[src/rtl/fetch_pkg.sv]
// fetch_pkg: shared types and default constants for the instruction-fetch front end
package fetch_pkg;
    localparam int XLEN_DEF = 32;
    localparam int PC_STEP_DEF = 4;
    localparam logic [XLEN_DEF-1:0] RESET_PC_DEF = '0;
    typedef enum logic [1:0] {IDLE, WAIT, DROP} fetch_state_e;
    typedef struct packed {
        logic [XLEN_DEF-1:0] inst;
        logic [XLEN_DEF-1:0] pc;
    } fetch_entry_t;
endpackage

[src/rtl/fetch_fifo.sv]
// fetch_fifo: DEPTH-entry synchronous FIFO with wrap-bit pointers, flush and a zeroed head when empty
module fetch_fifo #(
    parameter int DEPTH = 4,
    parameter int WIDTH = 64
) (
    input  logic                   clk,
    input  logic                   reset,
    input  logic                   push,
    input  logic                   pop,
    input  logic                   flush,
    input  logic [WIDTH-1:0]       din,
    output logic [WIDTH-1:0]       dout,
    output logic [$clog2(DEPTH):0] count,
    output logic                   empty
);
    localparam int AW = $clog2(DEPTH);
    localparam int PW = AW + 1;
    logic [WIDTH-1:0] mem_q [DEPTH];
    logic [WIDTH-1:0] mem_d [DEPTH];
    logic [PW-1:0] wr_q, wr_d, rd_q, rd_d;
    logic full;
    assign count = wr_q - rd_q;
    assign empty = wr_q == rd_q;
    assign full = (wr_q[AW] != rd_q[AW]) && (wr_q[AW-1:0] == rd_q[AW-1:0]);
    assign dout = empty ? '0 : mem_q[rd_q[AW-1:0]];
    always_comb begin
        mem_d = mem_q;
        wr_d = wr_q;
        rd_d = rd_q;
        if (flush) begin
            wr_d = '0;
            rd_d = '0;
        end else begin
            if (push) begin
                mem_d[wr_q[AW-1:0]] = din;
                wr_d = wr_q + PW'(1);
            end
            if (pop) rd_d = rd_q + PW'(1);
        end
    end
    always_ff @(posedge clk) begin
        if (!reset) begin
            wr_q <= '0;
            rd_q <= '0;
        end else begin
            wr_q <= wr_d;
            rd_q <= rd_d;
        end
    end
    always_ff @(posedge clk) mem_q <= mem_d;
    a_no_overflow: assert property (@(posedge clk) disable iff (!reset) (push && !flush) |-> (!full || pop));
endmodule

[src/rtl/fetch_queue.sv]
// fetch_queue: PC owner, single-outstanding imem fetch FSM and decode-side instruction queue
module fetch_queue import fetch_pkg::*; #(
    parameter int              XLEN     = XLEN_DEF,
    parameter int              DEPTH    = 4,
    parameter logic [XLEN-1:0] RESET_PC = XLEN'(RESET_PC_DEF),
    parameter int              PC_STEP  = PC_STEP_DEF
) (
    input  logic            clk,
    input  logic            reset,
    output logic            imem_req,
    output logic [XLEN-1:0] imem_addr,
    input  logic            imem_ack,
    input  logic [XLEN-1:0] imem_rdata,
    input  logic            redirect,
    input  logic [XLEN-1:0] redirect_pc,
    output logic            inst_valid,
    output logic [XLEN-1:0] inst,
    output logic [XLEN-1:0] inst_pc,
    input  logic            inst_ready,
    output logic [XLEN-1:0] Pc,
    output logic            Ready
);
    localparam int CW = $clog2(DEPTH) + 1;
    fetch_state_e state_q, state_d;
    logic [XLEN-1:0] fetch_pc_q, fetch_pc_d, req_addr_q, req_addr_d;
    logic [CW-1:0] count;
    logic [2*XLEN-1:0] head;
    logic empty, pop, push, issue;
    assign pop = inst_valid && inst_ready;
    assign issue = reset && !redirect && state_q == IDLE && (count - CW'(pop)) < CW'(DEPTH);
    assign imem_req = issue || state_q != IDLE;
    assign imem_addr = state_q == IDLE ? fetch_pc_q : req_addr_q;
    assign inst_valid = !empty;
    assign {inst, inst_pc} = head;
    assign Pc = fetch_pc_q;
    assign Ready = state_q == IDLE;
    always_comb begin
        state_d = state_q;
        fetch_pc_d = fetch_pc_q;
        req_addr_d = req_addr_q;
        push = 1'b0;
        if (issue) begin
            req_addr_d = fetch_pc_q;
            fetch_pc_d = fetch_pc_q + XLEN'(PC_STEP);
            push = imem_ack;
            if (!imem_ack) state_d = WAIT;
        end else if (state_q != IDLE && imem_ack) begin
            push = state_q == WAIT && !redirect;
            state_d = IDLE;
        end else if (state_q != IDLE && redirect) begin
            state_d = DROP;
        end
        if (redirect) fetch_pc_d = redirect_pc;
    end
    always_ff @(posedge clk) begin
        if (!reset) begin
            state_q <= IDLE;
            fetch_pc_q <= RESET_PC;
            req_addr_q <= RESET_PC;
        end else begin
            state_q <= state_d;
            fetch_pc_q <= fetch_pc_d;
            req_addr_q <= req_addr_d;
        end
    end
    fetch_fifo #(
        .DEPTH(DEPTH),
        .WIDTH(2*XLEN)
    ) u_fifo (
        .clk(clk),
        .reset(reset),
        .push(push),
        .pop(pop),
        .flush(redirect),
        .din({imem_rdata, imem_addr}),
        .dout(head),
        .count(count),
        .empty(empty)
    );
endmodule

[config.mk]
export PLATFORM = sky130hd
export DESIGN_NAME = fetch_queue
export DESIGN_NICKNAME = d
export VERILOG_FILES = /design/src/rtl/fetch_pkg.sv /design/src/rtl/fetch_fifo.sv /design/src/rtl/fetch_queue.sv
export SDC_FILE = /design/constraint.sdc
export NUM_CORES = 1
export LEC_CHECK = 0
export ABC_AREA = 1
export BUFFER_PORTS_ARGS = -buffer_cell sky130_fd_sc_hd__buf_2
export CORE_MARGIN = 2
export CORE_UTILIZATION = 45
export DETAILED_ROUTE_END_ITERATION = 10
export GPL_ROUTABILITY_DRIVEN = 1
export HOLD_SLACK_MARGIN = 0.03
export PLACE_DENSITY = 0.68
export SYNTH_ARGS = -nofsm -noshare
export SYNTH_HDL_FRONTEND = slang
export SYNTH_SLANG_ARGS = --single-unit
[constraint.sdc]
create_clock -name clk -period 7.56 [get_ports clk]
set_clock_uncertainty 0.1 [all_clocks]
set_input_delay 2.268 -clock clk [delete_from_list [all_inputs] [get_ports clk]]
set_output_delay 2.268 -clock clk [all_outputs]
set_load 0.01 [all_outputs]
* Word level (Yosys, flattened, before mapping)
Index checks and enable logic that the tools add are counted.
W data, S select, Z words.
** Word-level totals
- Register bits :: 328
- Latch bits :: 0
- Memory bits (writable) :: 0
- Bits in read-only memories :: 0
- Output and inout bits :: 131
- Word-level logic and storage cells :: 59
- Memories :: 0
** Cells by class
- $add $sub $neg :: 5
- Multipliers :: 0
- Divide/modulo/power cells :: 0
- Magnitude comparators :: 4
- Equality and inequality tests :: 3
- Shift operators :: 0
- Multiplexer cells :: 16
- Bitwise gates (word level) :: 4
- Reduce and logical (&&, ||, !) cells :: 18
** Operators with widths (number)
- $bwmux W256 :: 1
- $mux W64 :: 4
- $bmux W64 S2 :: 1
- $demux W64 S2 :: 1
- $mux W32 :: 3
- $add A32 B3 Y32 const B :: 1
- $logic_and A1 B1 Y1 :: 8
- $mux W2 :: 4
- $add A3 B1 Y3 const B :: 2
- $ge A3 B3 Y1 const B :: 2
- $not A2 Y3 :: 2
- $reduce_and A2 Y1 :: 2
- $reduce_bool A2 Y1 :: 2
- $eq A3 B3 Y1 :: 1
- $lt A3 B1 Y1 const B :: 1
- $lt A3 B3 Y1 const B :: 1
- $reduce_bool A3 Y1 :: 1
- $sub A3 B1 Y3 :: 1
- $sub A3 B3 Y3 :: 1
- $eq A2 B1 Y1 const B :: 1
- $logic_not A1 Y1 :: 2
- $logic_not A2 Y1 :: 1
- $mux W1 :: 2
- $ne A2 B2 Y1 const B :: 1
- other kinds (3) :: 4

* Depth between registers and ports, before layout
Gate-level depths: netlist (run 1).
- Word-level depth :: 8
- Mapped depth :: 20
- Gate-level depth less buffers :: 19

* Hierarchy
A second synthesis (run 1) with hierarchy kept.
** Unflattened totals
- Cells, all modules :: 1686
- Area, all modules :: 15087.0 sq um
** Modules (own cells, without submodules)
- fetch_fifo :: times used 1, cells each 1066, area an instance 11222.0 sq um, seq. area each 7807.5 sq um
- fetch_queue :: times used 1, cells each 620, area an instance 3865.0 sq um, seq. area each 1321.3 sq um

* Worst setup path before layout (run 1)
OpenSTA, ideal clock, no wires.
- Path type :: input to register
- From :: input port inst_ready
- To :: register u_fifo.mem_q[0] in the netlist's numbering (enable)
- Setup time :: 0.486 ns
- Arrival time :: 6.492 ns
- Data required time :: 6.974 ns
- Setup slack :: 0.481 ns
- Stages on the path :: 14
- Path buffers :: 0
- Cells stage by stage :: nand2_1 -> ha_1 -> a21o_1 -> ha_1 -> nand2_1 -> nand2_1 -> inv_1 -> nand2_1 -> nand3_4 -> inv_4 -> nand2_1 -> nand2_1 -> inv_2 -> nor2_1
** On the way
- Cells in the longest elaborated chain, start to end :: 6
** RTL lines
- start: declaration :: RTL line fetch_queue.sv:19 : input logic inst_ready,
- $logic_and A1 B1 Y1 :: RTL line fetch_queue.sv:29 : assign pop = inst_valid && inst_ready;
- $sub A3 B1 Y3 :: RTL line fetch_queue.sv:30 : assign issue = reset && !redirect && state_q == IDLE && (count - CW'(pop)) < CW'(DEPTH);
- $lt A3 B3 Y1 :: RTL line fetch_queue.sv:30
- $logic_and A1 B1 Y1 :: RTL line fetch_queue.sv:30
- $mux W1 :: RTL line fetch_queue.sv:42 : if (issue) begin
- $reduce_and A2 Y1 (no line)
- end signal: assignment :: RTL line fetch_fifo.sv:50 : always_ff @(posedge clk) mem_q <= mem_d;
- end: declaration :: RTL line fetch_fifo.sv:18 : logic [WIDTH-1:0] mem_q [DEPTH];
Every way passes these cells.
A chain may end at the register's enable or synchronous reset.

* Final worst setup path (run 1)
- From :: input port inst_ready
- To :: output port imem_req
** On the way
- Cells in the longest elaborated chain, start to end :: 5
** RTL lines
- $logic_and A1 B1 Y1 :: RTL line fetch_queue.sv:29
- $sub A3 B1 Y3 :: RTL line fetch_queue.sv:30
- $lt A3 B3 Y1 :: RTL line fetch_queue.sv:30
- $logic_and A1 B1 Y1 :: RTL line fetch_queue.sv:30
- $logic_or A1 B1 Y1 :: RTL line fetch_queue.sv:31 : assign imem_req = issue || state_q != IDLE;
- end: declaration :: RTL line fetch_queue.sv:10 : output logic imem_req,
Every way passes these cells.

==> metrics.md, run 1 <==
| Metric | Value |
|---|---|
| CP Class | `in2out` |
| Final worst setup slack | `roughly 1300 ps` |
| Post-CTS Repair Setup Buffers | `0` |
| Final Hold Viols | `0` |
| Final Critical Period | `between 6000 and 7000 ps` |
| Yosys warns | `0` |
| Vias in the first global route | `between 10000 and 15000` |
| CTS buffer count | `35` |
| Async SR Flop Fraction | `0%` |
| DP Wirelength | `21200 um` |
| Fmax | `around 0.16 GHz` |
| Status | `completed` |
| Tot GR Track Use | `roughly 21%` |
| Synth area leaders | `edfxtp_1 (54%), dfxtp_1 (10%), o21ai_0 (7.1%), nand2_1 (6.5%), nor2_1 (5.0%)` |
| Slowest CP cell | `ha_1` |
| Register Area | `9130 um^2` |
| # fillers | `roughly 2700` |
| Final worst-path cycle share | `83.4%` |
| CTS H-tree lvls | `2` |
| Antenna-violating nets left | `0` |
| DP Worst Slack | `1250 ps` |
| Worst path cell trace | `buf_2, nand2_1, ha_1, a21o_1, ha_1, nand2_1, nand2_1, nand3_1, nand3_4, nand2_1, buf_2` |
| Post-synthesis register bit count | `approximately 330` |
| Area delta synth->final | `16.9%` |
| Setup_tns | `0 ps` |
| Worst VDD drop | `0.154 mV` |
| Vias | `10583` |
| Post-synthesis sequential area ratio | `64.4%` |
| Largest net degree at the start of global routing | `a little under 90` |
| Root Buffer | `clkbuf_16` |
| Share of layout cells above drive strength 1 | `between 10% and 20%` |
| Max Slew Vio Count | `0` |
| Port Buffers | `slightly below 200` |
| Via density | `5.24` |
| Synth area leader | `edfxtp_1` |
| Die H | `approximately 180 um` |
| Final setup fails | `0` |
| Initial DRC Count | `between 1000 and 1500` |
| Initial antenna violation count | `0` |
| Wire per inst | `roughly 17 um` |
| Nets | `around 1700` |
| Class of the worst hold path | `reg2reg` |
| RSZ-0062 raised after global routing | `no` |
| Pwr per Cell Area | `241 nW/um^2` |
| Worst EP required | `roughly 5200 ps` |
| Diodes inserted | `0` |
| Clock Tree Buf Depth | `3` |
| Critical path arrival | `3930 ps` |
| Multi-input logic area | `just over 4000 um^2` |
| First-pass GRT wire length | `approximately 54000 um` |
| Cells after synthesis | `around 1400` |
| Slew margin rel. | `approximately a quarter` |
| Post-synth EDFFs | `roughly 260` |
| Worst slew pin tran | `between 1000 and 1500 ps` |
| Critical path's most frequent cell | `nand2_1` |
| CP max FO | `7` |
| Final wirelength | `34300 um` |
| Max Cap Viol | `0` |
| Initial Util | `between 40% and 50%` |
| Synthesized area per cell | `9.90 um^2` |
| Drt pass-1 iters | `5` |
| Startpoint Class | `input pin` |
| Total core area | `~31000 um^2` |
| Slowest stage delay, CP | `approximately 320 ps` |
| Syn nets | `1508` |
| CTS Hold Bufs | `0` |
| Gp weighted congestion | `around 0.88` |
| Overflow after GRT | `0` |
| CTS tree | `yes` |
| Mapped Area | `~14000 um^2` |
| Die area | `between 30000 and 40000 um^2` |
| Die Wd | `181 um` |
| Residual DRC count | `0` |
| Crit end category | `primary output` |
| Top cell type's share of synthesized area | `a little over half` |
| Ports | `200` |
| Post-CTS sizing | `0` |
| Pleak | `6.83 nW` |
| Synth Flop Type | `edfxtp_1` |
| Clock-pin slew on the worst setup and hold paths | `~50 ps` |
| Clk sinks | `~330` |
| Row count | `64` |
| Clk_lat worst skew | `roughly 520 ps` |
| Synth cell types | `42` |
-- worst paths after layout --
path	start	end	slack (ps)	depth (start not counted)
worst min-delay path	req_addr_q[12]	req_addr_q[12]	350	2
worst min register to register	req_addr_q[12]	req_addr_q[12]	350	2
worst max-delay path	inst_ready	imem_req	1260	11
worst max register to register	u_fifo.rd_q[1]	u_fifo.mem_q[37]	2930	18
-- through the flow --
stage | instance area, um^2 | hold slack, ps | total power [mW] | cells | utilization [%]
2_1_floorplan | 14200 | 325 | 2.27 | 1431 | -
3_3_place_gp | 15500 | 333 | 2.40 | 1959 | 50.1
3_5_place_dp | 15500 | 340 | 2.41 | 1959 | 50.1
4_1_cts | 16600 | 349 | 4.04 | 2019 | 53.8
5_1_grt | 16600 | 363 | 4.15 | 2019 | 53.8
6_report | 16600 | 347 | 4.00 | 2019 | 53.8
-- final cells by class --
type                       count  share of cell area [%]
sequential                   328                    55.1
multi-input combinational    860                    24.7
timing repair buffer         214                    6.76
clock buffer                  46                    5.90
inverter                     161                    3.68
tap                          396                    2.99
clock inverter                14                   0.823
-- cell usage after synthesis (all sizes together) (2+ instances only) --
cell type	number
a211oi	2
a21oi	55
a22oi	3
buf	31
clkbuf	51
clkinv	2
dfxtp	72
edfxtp	256
ha	8
inv	159
nand2	248
nand3	54
nand4	2
nor2	196
o21ai	203
o22ai	64
or2	2
xnor2	7
xor2	8
-- cells by family after synthesis --
family                     count (synthesis)  share of synthesized area, %
adders and majority gates                  8                         0.706
xor gates and xnor gates                  15                         0.927
buffers and inverters                    243                          6.95
and+or+nand+nor                          506                          14.6
AOI/OAI and AO/OA                        331                          12.4
DFF                                      328                          64.4
-- worst max-delay path, delay by kind of cell --
family	cells	cell delay [ps]
simple gates	6	610
fa+ha+maj	2	580
buf+inv	2	270
compound gates	1	180
-- placed cells by master, fill, tap and decap left out, types with 3 or more instances in the layout --
| master | count |
|---|---|
| clkbuf_8 | 6 |
| clkinv_1 | 5 |
| nor2_4 | 10 |
| dfxtp_1 | 70 |
| nand2_1 | 244 |
| buf_4 | 14 |
| o21ai_0 | 201 |
| a21oi_1 | 54 |
| xor2_1 | 8 |
| o22ai_1 | 64 |
| clkbuf_1 | 5 |
| ha_1 | 8 |
| buf_2 | 199 |
| inv_2 | 4 |
| clkinv_2 | 4 |
| xnor2_1 | 7 |
| clkbuf_16 | 35 |
| edfxtp_1 | 256 |
| inv_1 | 153 |
| a22oi_1 | 3 |
| nand2_2 | 3 |
| nor2_1 | 184 |
| nand3_1 | 51 |
-- report_power, final --
part           switching [mW]  internal, mW
combinational           0.225         0.107
sequential             0.0356          2.00
clock                   0.683         0.953
-- metal layers --
metal | share of wire, % | global-route usage (%) | vias to the layer above
met2 | 46 | 33.7 | 424
met5 | 0 | 0 | -
met3 | 7.7 | 3.33 | 55
li1 | - | - | 5164
met1 | 44 | 28.5 | 4940
met4 | 2.4 | 6.28 | 0
-- state kept, by name, summed over array words and instances, names as in the netlist --
name and cells:
Pc 32, req_addr_q 32, state_q 2, u_fifo.mem_q 256
u_fifo.rd_q 3, u_fifo.wr_q 3
Power figures use the tool's default switching activity.
==> run 2, diff against run 1 <==
Clock period 7.56 ns to 6.4 ns, I/O delays scaled along.
==> run 2 against run 1 <==
Net effect: total power grew 17%; via count grew 0.20%; routed wire length grew 0.39%; first-iteration DRC count shrank 17%; largest power group unchanged; final cell count grew 0.50%; final area is essentially flat; highest routed layer unchanged; flip-flop and latch count is the same; clock power grew 16%.
==> metrics.md, run 2 (synthesis results as in run 1) <==
| Metric | Value |
|---|---|
| Status | `completed` |
| Final Critical Period | `~5600 ps` |
| DP Wirelength | `~22000 um` |
| CTS tree | `yes` |
| Largest net degree at the start of global routing | `about 110` |
| Port Buffers | `roughly 200` |
| Initial Util | `~46%` |
| Overflow after GRT | `0` |
| Die H | `181 um` |
| Layout Cells excl Fill | `around 2000` |
| Drt pass-1 iters | `5` |
| Worst EP required | `between 4000 and 5000 ps` |
| Slowest stage delay, CP | `between 300 and 400 ps` |
| Class of the worst hold path | `reg2reg` |
| Placed cells | `~2000` |
| Post-route met1 wirelength | `~15000 um` |
| CTS H-tree lvls | `2` |
| Clock-pin slew on the worst setup and hold paths | `around 60 ps` |
| Pwr per Cell Area | `roughly 280 nW/um^2` |
| Nets | `1682` |
| Final wirelength | `between 30000 and 40000 um` |
| Vias | `10604` |
| Gp weighted congestion | `between 0.8 and 0.9` |
| Critical path's most frequent cell | `nand2_1` |
| Most frequent cells in the layout | `edfxtp_1 (256), nand2_1 (244), o21ai_0 (201)` |
| Share of layout cells above drive strength 1 | `a little under a fifth` |
| Root Buffer | `clkbuf_16` |
| CTS buffer count | `35` |
| Worst Path Buf+Inv | `2` |
| Wire per inst | `17.0 um` |
| Vias in the first global route | `10187` |
| Switching share of total power | `23.6%` |
| Post-layout power | `between 4 and 5 mW` |
| Startpoint Class | `input pin` |
| Max Cap Viol | `0` |
| RSZ-0062 raised after global routing | `no` |
| Routed met2 length | `between 15000 and 20000 um` |
| Initial antenna violation count | `1` |
| Final worst-path cycle share | `approximately 90%` |
| CTS Hold Bufs | `0` |
| Clk_lat worst skew | `roughly 530 ps` |
| Pleak | `6.83 nW` |
| P_sw | `approximately 1.1 mW` |
| Worst VDD drop | `~0.16 mV` |
| Gate power share | `8.4%` |
| Tot GR Track Use | `between 20% and 30%` |
| Max reg flops | `roughly 260` |
| First-pass GRT wire length | `approximately 55000 um` |
| Post-CTS Repair Setup Buffers | `0` |
| Reg with most FFs | `u_fifo.mem_q` |
| Clock Tree Buf Depth | `3` |
| Routed wl met3 | `between 2000 and 3000 um` |
| Setup_tns | `0 ps` |
| Fmax | `0.178 GHz` |
| Row count | `64` |
| Total core area | `between 30000 and 40000 um^2` |
| Die Wd | `about 180 um` |
| Sequential share of power | `51.2%` |
| Final setup fails | `0` |
| Slew margin rel. | `between 20% and 30%` |
| CP Class | `in2out` |
| Worst path cell trace | `buf_2, nand2_1, ha_1, a21o_1, ha_1, nand2_1, nand2_1, nand3_1, nand3_4, nand2_1, buf_2` |
| Internal power | `around 3.6 mW` |
| Initial DRC Count | `~860` |
| Crit end category | `primary output` |
| Clock power frac | `around two fifths` |
| Slowest CP cell | `ha_1` |
| Max Slew Vio Count | `0` |
| Final Hold Viols | `0` |
| Ports | `200` |
| Clk sinks | `328` |
| Critical path arrival | `~3600 ps` |
| Residual DRC count | `0` |
| CP top delay family | `adder cells` |
| Via density | `5.23` |
| Worst slew pin tran | `1090 ps` |
| Antenna-violating nets left | `0` |
| Die area | `32900 um^2` |
| Area delta synth->final | `16.9%` |
| Post-CTS sizing | `0` |
| Highest Signal Layer | `met4` |
| Leading cell type in the layout, fill and taps excluded | `edfxtp_1` |
| CP max FO | `7` |
run 2: cell count changes in the layout (fill, tap and decap cells not counted), sizes merged:
cell / previous run / this run
buf: 214 / 219
clkbuf: 46 / 49
clkinv: 11 / 13
clkinvlp: 2 / 1
diode: 0 / 1
run 2: final cells by class:
cell class | count | area, um^2
diodes | 1 | 2.50
clock buffers | 49 | 960
clock inverters | 15 | 116
fillers | 2707 | 14300
inverters | 161 | 611
multi-input cells | 860 | 4100
flip-flops and latches | 328 | 9130
well taps | 396 | 495
repair buffers | 219 | 1150
run 2: worst paths after layout:
path	from	endpoint	slack, ps	cells past startpoint
setup reg to reg	u_fifo.rd_q[0]	u_fifo.mem_q[237]	2610	17
hold reg to reg	req_addr_q[28]	req_addr_q[28]	340	2
setup / recovery	inst_ready	imem_req	780	11
hold / removal	req_addr_q[28]	req_addr_q[28]	340	2
run 2: through the flow:
stage | hold slack (ps) | util (%) | cell area (um^2) | setup slack [ps]
after floorplan | 325 | - | 14200 | -331
after global placement | 333 | 50.2 | 15500 | 792
after detailed placement | 337 | 50.2 | 15500 | 770
after CTS | 347 | 53.7 | 16600 | 774
after global routing | 363 | 53.7 | 16600 | 631
final | 344 | 53.7 | 16600 | 781
run 2: worst reg2reg max path: stages, from the launching register on:
cell and delay [ps]:
dfxtp_4 500, xnor2_1 170, nand3_2 100, nand2_1 200, ha_1 270, a21o_1 180
ha_1 270, nand2_1 50, nand2_1 80, inv_1 40, nand2_1 90, nand3_4 120
inv_4 70, nand2_1 80, nand2_1 150, inv_2 140, nor2_4 430, buf_4 390
run 2: power by group through the flow:
| stage | clock network [mW] | logic [mW] | registers, mW |
|---|---|---|---|
| floorplan | 0 | 0.238 | 2.44 |
| global placement | 0 | 0.389 | 2.44 |
| detailed placement | 0 | 0.396 | 2.45 |
| CTS | 1.94 | 0.398 | 2.40 |
| global route | 2.02 | 0.441 | 2.41 |
| finish | 1.90 | 0.394 | 2.40 |
run 2: layer usage:
layer  up-vias  global-route usage [%]
met5         -                       0
met4         0                    6.24
met3        51                    3.49
met2       382                    33.9
met1      4984                    29.0
li1       5187                       -
